**config.mk**
```make
export PLATFORM = sky130hd
export DESIGN_NAME = vga_timing_gen
export DESIGN_NICKNAME = d
export VERILOG_FILES = /design/src/rtl/vga_timing_gen.sv
export SDC_FILE = /design/constraint.sdc
export NUM_CORES = 1
export LEC_CHECK = 0
export ABC_CLOCK_PERIOD_IN_PS = 4800
export BUFFER_PORTS_ARGS = -buffer_cell sky130_fd_sc_hd__clkbuf_2
export CORE_MARGIN = 3
export CORE_UTILIZATION = 40
export DETAILED_ROUTE_END_ITERATION = 8
export HOLD_SLACK_MARGIN = 0.15
export PLACE_DENSITY = 0.65
export SLEW_MARGIN = 20
export SYNTH_ARGS = -nofsm -noshare
export SYNTH_HDL_FRONTEND = slang
export SYNTH_SLANG_ARGS = --single-unit
```
**constraint.sdc**
```tcl
create_clock -name clk_clk -period 4.8 [get_ports clk_clk]
set_clock_uncertainty 0.05 [all_clocks]
set_input_delay 1.2 -clock clk_clk [delete_from_list [all_inputs] [get_ports clk_clk]]
set_output_delay 1.2 -clock clk_clk [all_outputs]
set_load 0.05 [all_outputs]
```
**src/rtl/vga_timing_gen.sv**
```systemverilog
// VGA raster timing generator: pixel-tick divider, h/v counters, pixel fetch strobe and a
// tick-advanced pipeline that lines blanking/syncs up with colour returned by a fixed-latency source.
module vga_timing_gen #(
    parameter int   H_ACTIVE = 640,
    parameter int   H_FP     = 16,
    parameter int   H_SYNC   = 96,
    parameter int   H_BP     = 48,
    parameter int   V_ACTIVE = 480,
    parameter int   V_FP     = 10,
    parameter int   V_SYNC   = 2,
    parameter int   V_BP     = 33,
    parameter int   COLOR_W  = 4,
    parameter int   PIX_DIV  = 2,
    parameter int   RD_LAT   = 2,
    parameter logic HS_POL   = 1'b0,
    parameter logic VS_POL   = 1'b0
) (
    input  logic                          clk_clk,
    input  logic                          reset_reset,
    input  logic                          enable,
    output logic                          pix_req,
    output logic [$clog2(H_ACTIVE)-1:0]   pix_x,
    output logic [$clog2(V_ACTIVE)-1:0]   pix_y,
    input  logic [3*COLOR_W-1:0]          pix_rgb,
    output logic [COLOR_W-1:0]            vga_port_red,
    output logic [COLOR_W-1:0]            vga_port_green,
    output logic [COLOR_W-1:0]            vga_port_blue,
    output logic                          vga_port_hs,
    output logic                          vga_port_vs,
    output logic                          frame_start
);
    localparam int H_TOTAL = H_ACTIVE + H_FP + H_SYNC + H_BP;
    localparam int V_TOTAL = V_ACTIVE + V_FP + V_SYNC + V_BP;
    localparam int HW      = $clog2(H_TOTAL);
    localparam int VW      = $clog2(V_TOTAL);
    localparam int XW      = $clog2(H_ACTIVE);
    localparam int YW      = $clog2(V_ACTIVE);
    localparam int DW      = (PIX_DIV > 1) ? $clog2(PIX_DIV) : 1;
    // One stage covers the pix_req register itself, the rest the source read latency.
    localparam int PD      = RD_LAT + 1;

    if (H_ACTIVE == 0 || H_FP == 0 || H_SYNC == 0 || H_BP == 0 ||
        V_ACTIVE == 0 || V_FP == 0 || V_SYNC == 0 || V_BP == 0 ||
        PIX_DIV < 1 || PIX_DIV > 8 || RD_LAT < 0 || RD_LAT > 4) begin : g_bad_params
        $error("vga_timing_gen: illegal timing parameters");
    end

    logic [DW-1:0] div_cnt;
    logic [HW-1:0] h_cnt;
    logic [VW-1:0] v_cnt;
    logic          tick, h_wrap, v_wrap, active, hs_raw, vs_raw;
    logic [PD-1:0] act_pipe, hs_pipe, vs_pipe;

    always_comb begin
        tick   = enable && (div_cnt == '0);
        h_wrap = (h_cnt == HW'(H_TOTAL - 1));
        v_wrap = (v_cnt == VW'(V_TOTAL - 1));
        active = (h_cnt < HW'(H_ACTIVE)) && (v_cnt < VW'(V_ACTIVE));
        hs_raw = (h_cnt >= HW'(H_ACTIVE + H_FP)) && (h_cnt < HW'(H_ACTIVE + H_FP + H_SYNC));
        vs_raw = (v_cnt >= VW'(V_ACTIVE + V_FP)) && (v_cnt < VW'(V_ACTIVE + V_FP + V_SYNC));
    end

    always_ff @(posedge clk_clk) begin
        if (reset_reset || !enable) begin
            div_cnt <= '0;
        end else if (div_cnt == DW'(PIX_DIV - 1)) begin
            div_cnt <= '0;
        end else begin
            div_cnt <= div_cnt + DW'(1);
        end
    end

    always_ff @(posedge clk_clk) begin
        if (reset_reset || !enable) begin
            h_cnt <= '0;
            v_cnt <= '0;
        end else if (tick) begin
            if (h_wrap) begin
                h_cnt <= '0;
                v_cnt <= v_wrap ? '0 : v_cnt + VW'(1);
            end else begin
                h_cnt <= h_cnt + HW'(1);
            end
        end
    end

    always_ff @(posedge clk_clk) begin
        if (reset_reset || !enable) begin
            act_pipe <= '0;
            hs_pipe  <= '0;
            vs_pipe  <= '0;
        end else if (tick) begin
            for (int i = PD - 1; i > 0; i--) begin
                act_pipe[i] <= act_pipe[i-1];
                hs_pipe[i]  <= hs_pipe[i-1];
                vs_pipe[i]  <= vs_pipe[i-1];
            end
            act_pipe[0] <= active;
            hs_pipe[0]  <= hs_raw;
            vs_pipe[0]  <= vs_raw;
        end
    end

    // pix_req is a one-cycle strobe with no back-pressure: the source must present the
    // matching pix_rgb on the tick RD_LAT ticks after the tick on which it sees pix_req.
    always_ff @(posedge clk_clk) begin
        if (reset_reset) begin
            pix_req     <= 1'b0;
            frame_start <= 1'b0;
            pix_x       <= '0;
            pix_y       <= '0;
        end else begin
            pix_req     <= tick && active;
            frame_start <= tick && (h_cnt == '0) && (v_cnt == '0);
            if (tick && active) begin
                pix_x <= h_cnt[XW-1:0];
                pix_y <= v_cnt[YW-1:0];
            end
        end
    end

    always_ff @(posedge clk_clk) begin
        if (reset_reset || !enable) begin
            vga_port_red   <= '0;
            vga_port_green <= '0;
            vga_port_blue  <= '0;
            vga_port_hs    <= ~HS_POL;
            vga_port_vs    <= ~VS_POL;
        end else if (tick) begin
            vga_port_red   <= act_pipe[PD-1] ? pix_rgb[3*COLOR_W-1 -: COLOR_W] : '0;
            vga_port_green <= act_pipe[PD-1] ? pix_rgb[2*COLOR_W-1 -: COLOR_W] : '0;
            vga_port_blue  <= act_pipe[PD-1] ? pix_rgb[COLOR_W-1:0]            : '0;
            vga_port_hs    <= hs_pipe[PD-1] ? HS_POL : ~HS_POL;
            vga_port_vs    <= vs_pipe[PD-1] ? VS_POL : ~VS_POL;
        end
    end
endmodule

```
# ---- After elaboration in Yosys (flattened, before gate mapping)
# Index checks and enable logic that the tools add are counted.
dict set report totals {
  reg_bits 65
  out_inout_bits 35
  wordCells 47
}
dict set report op_classes {
  n_addsub 3
  order_cmp 6
  n_eq_ne 2
  n_mux 7
  bitwise_logic 1
  n_reduce_logical 13
}
# operator count
set op_table {}
lappend op_table {{$add A10 B1 Y10 const B} 2}
lappend op_table {{$eq A10 B10 Y1 const B} 2}
lappend op_table {{$logic_not A10 Y1} 2}
lappend op_table {{$lt A10 B10 Y1 const B} 2}
lappend op_table {{$lt A10 B9 Y1 const B} 2}
lappend op_table {{$mux W10} 2}
lappend op_table {{$mux W4} 3}
lappend op_table {{$ge A10 B10 Y1 const B} 1}
lappend op_table {{$ge A10 B9 Y1 const B} 1}
lappend op_table {{$logic_and A1 B1 Y1} 7}
lappend op_table {{$mux W1} 2}
lappend op_table {{$reduce_and A2 Y1} 1}
lappend op_table {{$reduce_or A2 Y1} 1}
lappend op_table {{$add A1 B1 Y1 const B} 1}
lappend op_table {{$logic_not A1 Y1} 1}
lappend op_table {{$logic_or A1 B1 Y1} 1}
lappend op_table {{$not A1 Y1} 1}

# ---- Logic depth before layout (Yosys ltp)
# Gate-level depths: netlist of the first run.
dict set report depth {
  depth_word 4
  mapped_depth 7
}

# ---- Least setup slack after synthesis of the first run
# No wires, ideal clock.
dict set report synth_path {
  kind {in2reg}
  from {input port enable}
  to {register v_cnt[6]}
  setup_ns 0.074
  arrival_ns 2.564
  slack_ns 2.112
  path_stages 5
  cell_sequence {nand3b_1 -> or4_4 -> buf_6 -> or4_1 -> a21oi_1}
}
dict set report synth_via {
  elab_chain_cells 2
  word_cells_on_any_way 4
  classes_between {reduce/logical (4)}
}
# element line
set synth_lines {}
lappend synth_lines {{start, declared} 20} ;# input logic enable,
lappend synth_lines {{$logic_and A1 B1 Y1 / $logic_not A1 Y1 (equally long branches)} {55, 74}}
lappend synth_lines {{$reduce_and A2 Y1 (no line) / $logic_or A1 B1 Y1 (equally long branches)} -}
lappend synth_lines {{end signal, assigned} 80} ;# v_cnt <= v_wrap ? '0 : v_cnt + VW'(1);
lappend synth_lines {{end, declared} 50} ;# logic [VW-1:0] v_cnt;
# Several ways; a longest one is shown, not always the timed one.
# A chain may end at the register's enable or synchronous reset.

# ---- Final worst setup path of the first run
dict set report layout_path {
  from {input port reset_reset}
  to {register v_cnt[3]}
}
dict set report layout_via {
  elab_chain_cells 1
}
# element line
set layout_lines {}
lappend layout_lines {{start, declared} 19} ;# input logic reset_reset,
lappend layout_lines {{$logic_or A1 B1 Y1} 74} ;# if (reset_reset || !enable) begin
# Every way passes these cells.

==> results.sh, run 1 <==
export IMPL_clock_sinks=65
export IMPL_crit_path_max_incr_delay_ns=0.68
export IMPL_num_vias=2274
export IMPL_antenna_found_initial=0
export IMPL_layout_common_cells="dfxtp_1 (65), clkbuf_2 (49), nor2_1 (47)"
export IMPL_ys_seq_area_frac=0.481
export IMPL_synthFlopType="dfxtp_1"
export IMPL_power_leakage_nw=1.33
export IMPL_rsz0062_at_grt="false"
export IMPL_dr_first_iter_drc_count=146
export IMPL_synthArstFlopShare=0
export IMPL_die_h_um=88.2
export IMPL_cts_buffers=9
export IMPL_timing_hold_ws_ns=0.407
export IMPL_h_tree_depth=3
export IMPL_crit_arrival_ns=3.08
export IMPL_clk_path_buf_depth=2
export IMPL_die_area_mm2=0.00779
export IMPL_antenna_cells=0
export IMPL_vias_per_cell=5.34
export IMPL_ir_drop_uv=160
export IMPL_syn2layout_area_growth_pct=19.9
export IMPL_drive_gt1_frac=0.192
export IMPL_dpl_hpwl_um=3960
export IMPL_track_usage=0.166
export IMPL_yosysWarningCount=0
export IMPL_grt_pass1_wl_um=10000
export IMPL_powerDensity_mw_per_mm2=389
export IMPL_clk_pin_slew_worst_paths_ns=0.07
export IMPL_slew_headroom=0.343
export IMPL_tightest_slew_ns=0.984
export IMPL_drt_wl_total_um=5880
export IMPL_hold_path_class="reg -> reg"
export IMPL_start_util=0.419
export IMPL_cts_resized_gates=0
export IMPL_finalHoldViolCount=0
export IMPL_ioPinCount=50
export IMPL_crit_required_ns=5.00
export IMPL_crit_path_frequent_cell="nand2b_1"
export IMPL_coreArea_mm2=0.00646
export IMPL_postRouteAntennaNets=0
export IMPL_syn_instance_count=305
export IMPL_outcome="finished clean"
export IMPL_cts_tree="yes"
export IMPL_die_width_um=88.2
export IMPL_grt_max_degree=27
export IMPL_remaining_drc_errors=0
export IMPL_fmax_mhz=347
export IMPL_tns_ns=0
export IMPL_cp_start_kind="input port"
export IMPL_nNetsFinal=363
export IMPL_crit_chain="clkbuf_2, nand2b_1, a31oi_1, nand2b_1, o31ai_1"
export IMPL_layout_commonest_cell="dfxtp_1"
export IMPL_max_cap_violations=0
export IMPL_fin_crit_ns=2.88
export IMPL_cts_root_buffer="clkbuf_8"
export IMPL_insertion_delay_ns=0.34
export IMPL_fin_crit_sh=0.601
export IMPL_path_class="in -> reg"
export IMPL_cpMaxStageDelayCell="nand2b_1"
export IMPL_wire_per_inst_um=13.8
export IMPL_place_congestion=0.780
export IMPL_avgSynthCellArea_um2=8.87
export IMPL_rows=29
export IMPL_io_buffer_count=49
export IMPL_grt_overflow=0
export IMPL_final_max_slew_viol_count=0
export IMPL_synth_cell_types=40
export IMPL_final_core_util=0.502
export IMPL_cts_setup_buffers=0
export IMPL_syn_area_mm2=0.00271
export IMPL_ys_ff_latch=65
export IMPL_drtPass1Iterations=4
export IMPL_grt_pass1_vias=2075
export IMPL_syn_nets=324
export IMPL_holdBufCountCts=0
export IMPL_setup_violations_final=0
export IMPL_cp_max_fo=25
export IMPL_end_kind="flop"
export IMPL_synth_edf_count=0
[sequential cells by signal, summed over array words and instances (netlist names), 3 cells and up]
register	flops
vga_port_blue	4
v_cnt	10
pix_y	9
vs_pipe	3
hs_pipe	3
act_pipe	3
vga_port_green	4
h_cnt	10
vga_port_red	4
pix_x	10
[logic make-up after synthesis]
kind of cell    share of synthesized area
compound gates                      0.106
mux                                0.0814
fa+ha+maj                          0.0185
flops                               0.481
buf+inv                            0.0495
simple gates                        0.241
xor+xnor                           0.0227
[area by class of cell]
class                   count  area [um2]
clock inverters             7         166
fillers                   626        3210
well taps                  77        96.3
multi-input cells         209        1270
repair buffers             50         253
clock buffers               9         124
flip-flops and latches     65        1300
inverters                   9        33.8
[cell usage after synthesis (2+ instances only)]
cell type / number / area share
dfxtp_1: 65 / 0.48
nor2_1: 47 / 0.065
a21oi_1: 22 / 0.041
mux2i_1: 22 / 0.081
clkbuf_1: 16 / 0.022
nand2_1: 16 / 0.022
o21ai_0: 13 / 0.024
and3_1: 11 / 0.025
inv_1: 9 / 0.012
nand3_1: 9 / 0.017
nand4_1: 6 / 0.014
nor4_1: 5 / 0.012
o31ai_1: 5 / 0.014
or3_1: 5 / 0.012
a22oi_1: 4 / 0.011
ha_1: 4 / 0.019
nor2b_1: 4 / 0.0092
or4_1: 4 / 0.011
xor2_1: 4 / 0.013
and2_1: 3 / 0.0069
and4_1: 3 / 0.0097
nand2b_1: 3 / 0.0069
nor3_1: 3 / 0.0055
xnor2_1: 3 / 0.0097
buf_1: 2 / 0.0028
buf_2: 2 / 0.0037
buf_6: 2 / 0.0083
[through the flow]
step / instance area [um2] / power [mW] / std cells / setup WS (ns)
3_5_place_dp: 2950 / 0.612 / 410 / 1.55
4_1_cts: 3240 / 1.28 / 426 / 1.91
5_1_grt: 3240 / 1.31 / 426 / 1.67
6_report: 3240 / 1.26 / 426 / 1.92
2_1_floorplan: 2710 / 0.596 / 305 / 2.11
3_3_place_gp: 2950 / 0.611 / 410 / 1.65
[where the power goes]
part	switching (mW)	internal, mW	total (mW)	leakage [nW]
combinational	0.0321	0.0170	0.0491	0.666
clock	0.213	0.451	0.664	0.140
sequential	0.00640	0.543	0.550	0.525
total	0.252	1.01	1.26	1.33
[routing by layer]
layer | wire (um) | vias up | track usage
li1 | - | 1151 | -
met1 | 2850 | 1080 | 0.220
met2 | 2770 | 38 | 0.252
met3 | 219 | 5 | 0.0540
met4 | 41 | 0 | 0.0618
met5 | 0 | - | 0
[path summary, 6_finish.rpt]
kind                            slack (ns)                  endpoint                      from  cells after the start
worst max-delay path                  1.92     v_cnt[3]$_SDFFE_PP0P_               reset_reset                      5
worst min-delay path                  0.41  act_pipe[0]$_SDFFE_PP0P_  act_pipe[0]$_SDFFE_PP0P_                      2
worst max register to register        2.18     v_cnt[5]$_SDFFE_PP0P_        div_cnt$_SDFF_PP0_                      4
worst min register to register        0.41  act_pipe[0]$_SDFFE_PP0P_  act_pipe[0]$_SDFFE_PP0P_                      2
[worst max-delay path, delay by kind of cell]
family	cells	cell delay (ns)
buffers and inverters	1	0.30
and+or+nand+nor	2	0.81
AOI/OAI and AO/OA	2	0.77
(Power assumes the default switching activity.)
==> run 2: changes to the inputs <==
ABC_CLOCK_PERIOD_IN_PS = 2500   (was 4800)
PLACE_DENSITY = 0.67   (was 0.65)
clock period = 2.5 ns   (was 4.8 ns; I/O delays follow)
==> results.sh, run 2 (synthesis gave the netlist of run 1 again) <==
export IMPL_powerDensity_mw_per_mm2=630
export IMPL_hold_path_class="reg -> reg"
export IMPL_postRouteAntennaNets=0
export IMPL_drtPass1Iterations=4
export IMPL_rr_endpoint="v_cnt[9]$_SDFFE_PP0P_"
export IMPL_final_core_util=0.497
export IMPL_p_total_mw=2.02
export IMPL_cts_root_buffer="clkbuf_8"
export IMPL_grt_overflow=0
export IMPL_rsz0062_at_grt="false"
export IMPL_antenna_found_initial=0
export IMPL_end_kind="flop"
export IMPL_grt_pass1_wl_um=10100
export IMPL_dpl_hpwl_um=4250
export IMPL_cts_tree="yes"
export IMPL_coreArea_mm2=0.00646
export IMPL_fin_crit_ns=2.22
export IMPL_wire_per_inst_um=14.1
export IMPL_cp_start_kind="flop"
export IMPL_ioPinCount=50
export IMPL_fin_crit_sh=0.886
export IMPL_fmax_mhz=451
export IMPL_place_congestion=0.845
export IMPL_io_buffer_count=49
export IMPL_grt_pass1_vias=2070
export IMPL_start_util=0.419
export IMPL_place_ws_ns=0.107
export IMPL_hold_path_depth=2
export IMPL_ir_drop_uv=267
export IMPL_die_width_um=88.2
export IMPL_setup_slack_ns=0.284
export IMPL_clock_sinks=65
export IMPL_h_tree_depth=3
export IMPL_track_usage=0.168
export IMPL_nNetsFinal=372
export IMPL_die_area_mm2=0.00779
export IMPL_dr_first_iter_drc_count=146
export IMPL_final_max_slew_viol_count=0
export IMPL_remaining_drc_errors=0
export IMPL_finalHoldViolCount=0
export IMPL_top_regs="h_cnt: 10 flops, pix_x: 10 flops, v_cnt: 10 flops"
export IMPL_clk_pin_slew_worst_paths_ns=0.07
export IMPL_worstHoldStart="pix_x[9]$_SDFFE_PP0P_"
export IMPL_crit_required_ns=2.72
export IMPL_max_cap_violations=0
export IMPL_antenna_cells=0
export IMPL_min_to="pix_x[9]$_SDFFE_PP0P_"
export IMPL_path_class="reg -> reg"
export IMPL_cp_max_fo=11
export IMPL_slew_headroom=0.648
export IMPL_grt_max_degree=26
export IMPL_rows=29
export IMPL_layout_common_cells="dfxtp_1 (65), clkbuf_2 (49), nor2_1 (47)"
export IMPL_holdBufCountCts=0
export IMPL_setup_violations_final=0
export IMPL_tns_ns=0
export IMPL_crit_arrival_ns=2.43
export IMPL_rrSetupSlack_ns=0.28
export IMPL_cts_buffers=9
export IMPL_vias_per_cell=5.25
export IMPL_die_h_um=88.2
export IMPL_reg2reg_depth=5
export IMPL_syn2layout_area_growth_pct=18.7
export IMPL_layout_commonest_cell="dfxtp_1"
export IMPL_insertion_delay_ns=0.34
export IMPL_clk_path_buf_depth=2
export IMPL_outcome="finished clean"
export IMPL_power_leakage_nw=1.33
export IMPL_drt_wl_total_um=6120
export IMPL_drive_gt1_frac=0.204
export IMPL_nFillCells=638
export IMPL_num_vias=2283
export IMPL_reg2reg_from="h_cnt[4]$_SDFFE_PP0P_"
export IMPL_tightest_slew_ns=0.523
run 2: changes by cell type in the layout (fill, tap and decap cells not counted), sizes merged:
cell      previous run  this run
buf                  1        10
bufinv               5         1
clkbuf              58        62
clkinv               1         2
clkinvlp             1         0
run 2: what timing repair did:
item | CTS | global route
endpoints found under the setup margin | 0 | 2
endpoints found under the hold margin | 0 | 0
buffers inserted | 0 | 0
resized for setup | 0 | 1
run 2: through the flow:
stage          std cells  area (um2)  hold slack, ns
2_1_floorplan        305        2710           0.381
3_3_place_gp         419        3020           0.393
3_5_place_dp         419        3020           0.394
4_1_cts              435        3210           0.406
5_1_grt              435        3210           0.433
6_report             435        3210           0.404
run 2: final cells by class:
cell class	count	area, um2	share of cell area
clock buffers	13	149	0.0464
multi-input cells	209	1270	0.396
flip-flops and latches	65	1300	0.405
well taps	77	96.3	0.0300
clock inverters	3	40.0	0.0125
inverters	9	33.8	0.0105
repair buffers	59	320	0.0998
run 2: metal layers:
| layer | share of wire | vias up | track usage | routed length (um) |
|---|---|---|---|---|
| li1 | - | 1164 | - | - |
| met1 | 0.50 | 1063 | 0.236 | 3090 |
| met2 | 0.44 | 48 | 0.241 | 2670 |
| met3 | 0.047 | 8 | 0.0484 | 289 |
| met4 | 0.012 | 0 | 0.0701 | 76 |
| met5 | 0 | - | 0 | 0 |
run 2: worst max path at each step:
stage                          start                    end  depth (start not counted)
6_report       h_cnt[4]$_SDFFE_PP0P_  v_cnt[9]$_SDFFE_PP0P_                          5
5_1_grt        h_cnt[4]$_SDFFE_PP0P_  v_cnt[9]$_SDFFE_PP0P_                          5
4_1_cts        h_cnt[4]$_SDFFE_PP0P_  v_cnt[5]$_SDFFE_PP0P_                          4
3_5_place_dp                  enable  v_cnt[5]$_SDFFE_PP0P_                          5
3_3_place_gp                  enable  v_cnt[7]$_SDFFE_PP0P_                          5
2_1_floorplan  h_cnt[7]$_SDFFE_PP0P_  v_cnt[6]$_SDFFE_PP0P_                          6
run 2: report_power, final:
group          internal, mW  switching (mW)
Combinational        0.0390          0.0738
Clock                 0.486           0.376
Sequential             1.04         0.00514
Total                  1.57           0.455
run 2: critical path, stage by stage (launching register included):
cell and delay, ns:
dfxtp_1 0.47, or4b_1 0.45, or4_4 0.49, buf_4 0.20, or3_1 0.34, a21oi_1 0.14
==> run 3: changes to the inputs <==
--- a/config.mk
+++ b/config.mk
@@ -6,11 +6,12 @@
 export NUM_CORES = 1
 export LEC_CHECK = 0
-export ABC_CLOCK_PERIOD_IN_PS = 2500
+export ABC_CLOCK_PERIOD_IN_PS = 2400
 export BUFFER_PORTS_ARGS = -buffer_cell sky130_fd_sc_hd__clkbuf_2
 export CORE_MARGIN = 3
 export CORE_UTILIZATION = 40
 export DETAILED_ROUTE_END_ITERATION = 8
+export GPL_TIMING_DRIVEN = 1
 export HOLD_SLACK_MARGIN = 0.15
-export PLACE_DENSITY = 0.67
+export PLACE_DENSITY = 0.65
 export SLEW_MARGIN = 20
 export SYNTH_ARGS = -nofsm -noshare
==> constraint.sdc (replaced) <==
create_clock -name clk_clk -period 2.4 [get_ports clk_clk]
set_clock_uncertainty 0.05 [all_clocks]
set_input_delay 0.36 -clock clk_clk [delete_from_list [all_inputs] [get_ports clk_clk]]
set_output_delay 0.36 -clock clk_clk [all_outputs]
set_load 0.05 [all_outputs]
==> results.sh, run 3 (synthesis gave the netlist of run 1 again) <==
export IMPL_outcome="finished clean"
export IMPL_hold_path_class="in -> reg"
export IMPL_grt_busiest_layer="met2"
export IMPL_clk_pin_slew_worst_paths_ns=0.07
export IMPL_rr_endpoint="v_cnt[5]$_SDFFE_PP0P_"
export IMPL_grt_pass1_wl_um=10200
export IMPL_ir_drop_uv=235
export IMPL_worstHoldStart="pix_rgb[7]"
export IMPL_use_met1=0.222
export IMPL_path_class="reg -> reg"
export IMPL_top_regs="h_cnt: 10 flops, pix_x: 10 flops, v_cnt: 10 flops"
export IMPL_cp_max_fo=10
export IMPL_powerDensity_mw_per_mm2=682
export IMPL_rows=29
export IMPL_antenna_cells=0
export IMPL_num_vias=2348
export IMPL_final_max_slew_viol_count=0
export IMPL_p_total_mw=2.23
export IMPL_vias_per_cell=5.36
export IMPL_power_leakage_nw=1.36
export IMPL_wire_per_inst_um=14.5
export IMPL_layout_common_cells="dfxtp_1 (62), clkbuf_2 (50), nor2_1 (47)"
export IMPL_p_int_mw=1.71
export IMPL_remaining_drc_errors=0
export IMPL_tightest_slew_ns=0.510
export IMPL_drt_wl_total_um=6340
export IMPL_finalHoldViolCount=0
export IMPL_cts_tree="yes"
export IMPL_layout_commonest_cell="dfxtp_1"
export IMPL_share_seq_of_total_power=0.490
export IMPL_fmax_mhz=431
export IMPL_grt_overflow=0
export IMPL_cp_start_kind="flop"
export IMPL_max_cap_violations=0
export IMPL_crit_arrival_ns=2.49
export IMPL_grt_max_degree=26
export IMPL_hold_path_depth=3
export IMPL_slew_headroom=0.657
export IMPL_antenna_found_initial=0
export IMPL_grtUsageMet3=0.0447
export IMPL_end_kind="flop"
export IMPL_cts_root_buffer="clkbuf_8"
export IMPL_place_ws_ns=0.159
export IMPL_fin_crit_ns=2.32
export IMPL_grt_use_met2=0.267
export IMPL_crit_required_ns=2.57
export IMPL_setup_slack_ns=0.0802
export IMPL_ioPinCount=50
export IMPL_placed_area_mm2=0.00302
export IMPL_syn2layout_area_growth_pct=20.8
export IMPL_nNetsFinal=375
export IMPL_cts_buffers=9
export IMPL_clock_sinks=65
export IMPL_dpl_hpwl_um=4170
export IMPL_p_clk_frac=0.459
export IMPL_p_switching_mw=0.518
export IMPL_drtPass1Iterations=4
export IMPL_start_util=0.419
export IMPL_clk_path_buf_depth=2
export IMPL_track_usage=0.168
export IMPL_p_sw_frac=0.233
export IMPL_io_buffer_count=49
export IMPL_design_area_mm2=0.00327
export IMPL_power_frac_comb=0.051
export IMPL_drive_gt1_frac=0.230
export IMPL_postRouteAntennaNets=0
export IMPL_grt_pass1_vias=2156
export IMPL_rrSetupSlack_ns=0.08
export IMPL_reg2reg_depth=4
export IMPL_dr_first_iter_drc_count=139
export IMPL_die_h_um=88.2
export IMPL_insertion_delay_ns=0.34
export IMPL_min_to="vga_port_green[3]$_SDFFE_PP0P_"
export IMPL_reg2reg_from="h_cnt[5]$_SDFFE_PP0P_"
export IMPL_coreArea_mm2=0.00646
export IMPL_fin_crit_sh=0.967
export IMPL_die_width_um=88.2
export IMPL_die_area_mm2=0.00779
export IMPL_h_tree_depth=3
export IMPL_place_congestion=0.785
export IMPL_setup_violations_final=0
## run 3: cell types whose count changed in the layout (fill, tap and decap cells not counted), sizes merged
cell      delta
bufinv       +1
clkinvlp     +2
inv          +1
clkbuf       -3
or4          +1
buf          +1
## run 3: final cells by class
cell class / instances / area (um2)
repair buffers: 61 / 333
inverters: 9 / 33.8
fillers: 609 / 3190
clock buffers: 9 / 124
flip-flops and latches: 65 / 1310
clock inverters: 7 / 93.8
multi-input cells: 210 / 1280
well taps: 77 / 96.3
## run 3: power groups by stage
stage	sequential (mW)	combinational, mW	clock (mW)
2_1_floorplan	1.13	0.0629	0
6_report	1.09	0.114	1.02
3_3_place_gp	1.12	0.114	0
4_1_cts	1.09	0.116	1.05
5_1_grt	1.09	0.125	1.10
3_5_place_dp	1.12	0.115	0
## run 3: worst max path at each step
stage	to	slack, ns	depth (start not counted)	start
2_1_floorplan	v_cnt[6]$_SDFFE_PP0P_	0.24	6	h_cnt[7]$_SDFFE_PP0P_
3_3_place_gp	v_cnt[7]$_SDFFE_PP0P_	0.18	4	h_cnt[4]$_SDFFE_PP0P_
3_5_place_dp	v_cnt[5]$_SDFFE_PP0P_	0.16	4	h_cnt[4]$_SDFFE_PP0P_
4_1_cts	v_cnt[6]$_SDFFE_PP0P_	0.11	4	h_cnt[4]$_SDFFE_PP0P_
5_1_grt	v_cnt[6]$_SDFFE_PP0P_	-0.001	4	h_cnt[5]$_SDFFE_PP0P_
6_report	v_cnt[5]$_SDFFE_PP0P_	0.08	4	h_cnt[5]$_SDFFE_PP0P_
## run 3: critical path, cell delays in order (launching register included)
cell     delay (ns)
dfxtp_2        0.36
or4b_4         0.56
or4_2          0.85
o31ai_1        0.30
a21oi_1        0.10
## run 3: what timing repair did
| action | 4_1_cts | 5_1_grt |
|---|---|---|
| setup endpoints to repair | 0 | 2 |
| setup buffers | 0 | 2 |
| hold buffers | 0 | 0 |
| gates resized for setup | 0 | 4 |
## run 3: through the flow
step	hold slack (ns)	setup TNS (ns)	utilization	cells
2_1_floorplan	0.381	0	-	305
3_3_place_gp	0.395	0	0.468	419
3_5_place_dp	0.397	0	0.468	419
4_1_cts	0.202	0	0.502	435
5_1_grt	0.218	-0.00103	0.506	438
6_report	0.213	0	0.506	438
## run 3: metal layers
metal | routed length (um) | part of all wire
met2 | 2930 | 0.46
met4 | 74 | 0.012
met1 | 2980 | 0.47
met5 | 0 | 0
met3 | 352 | 0.056
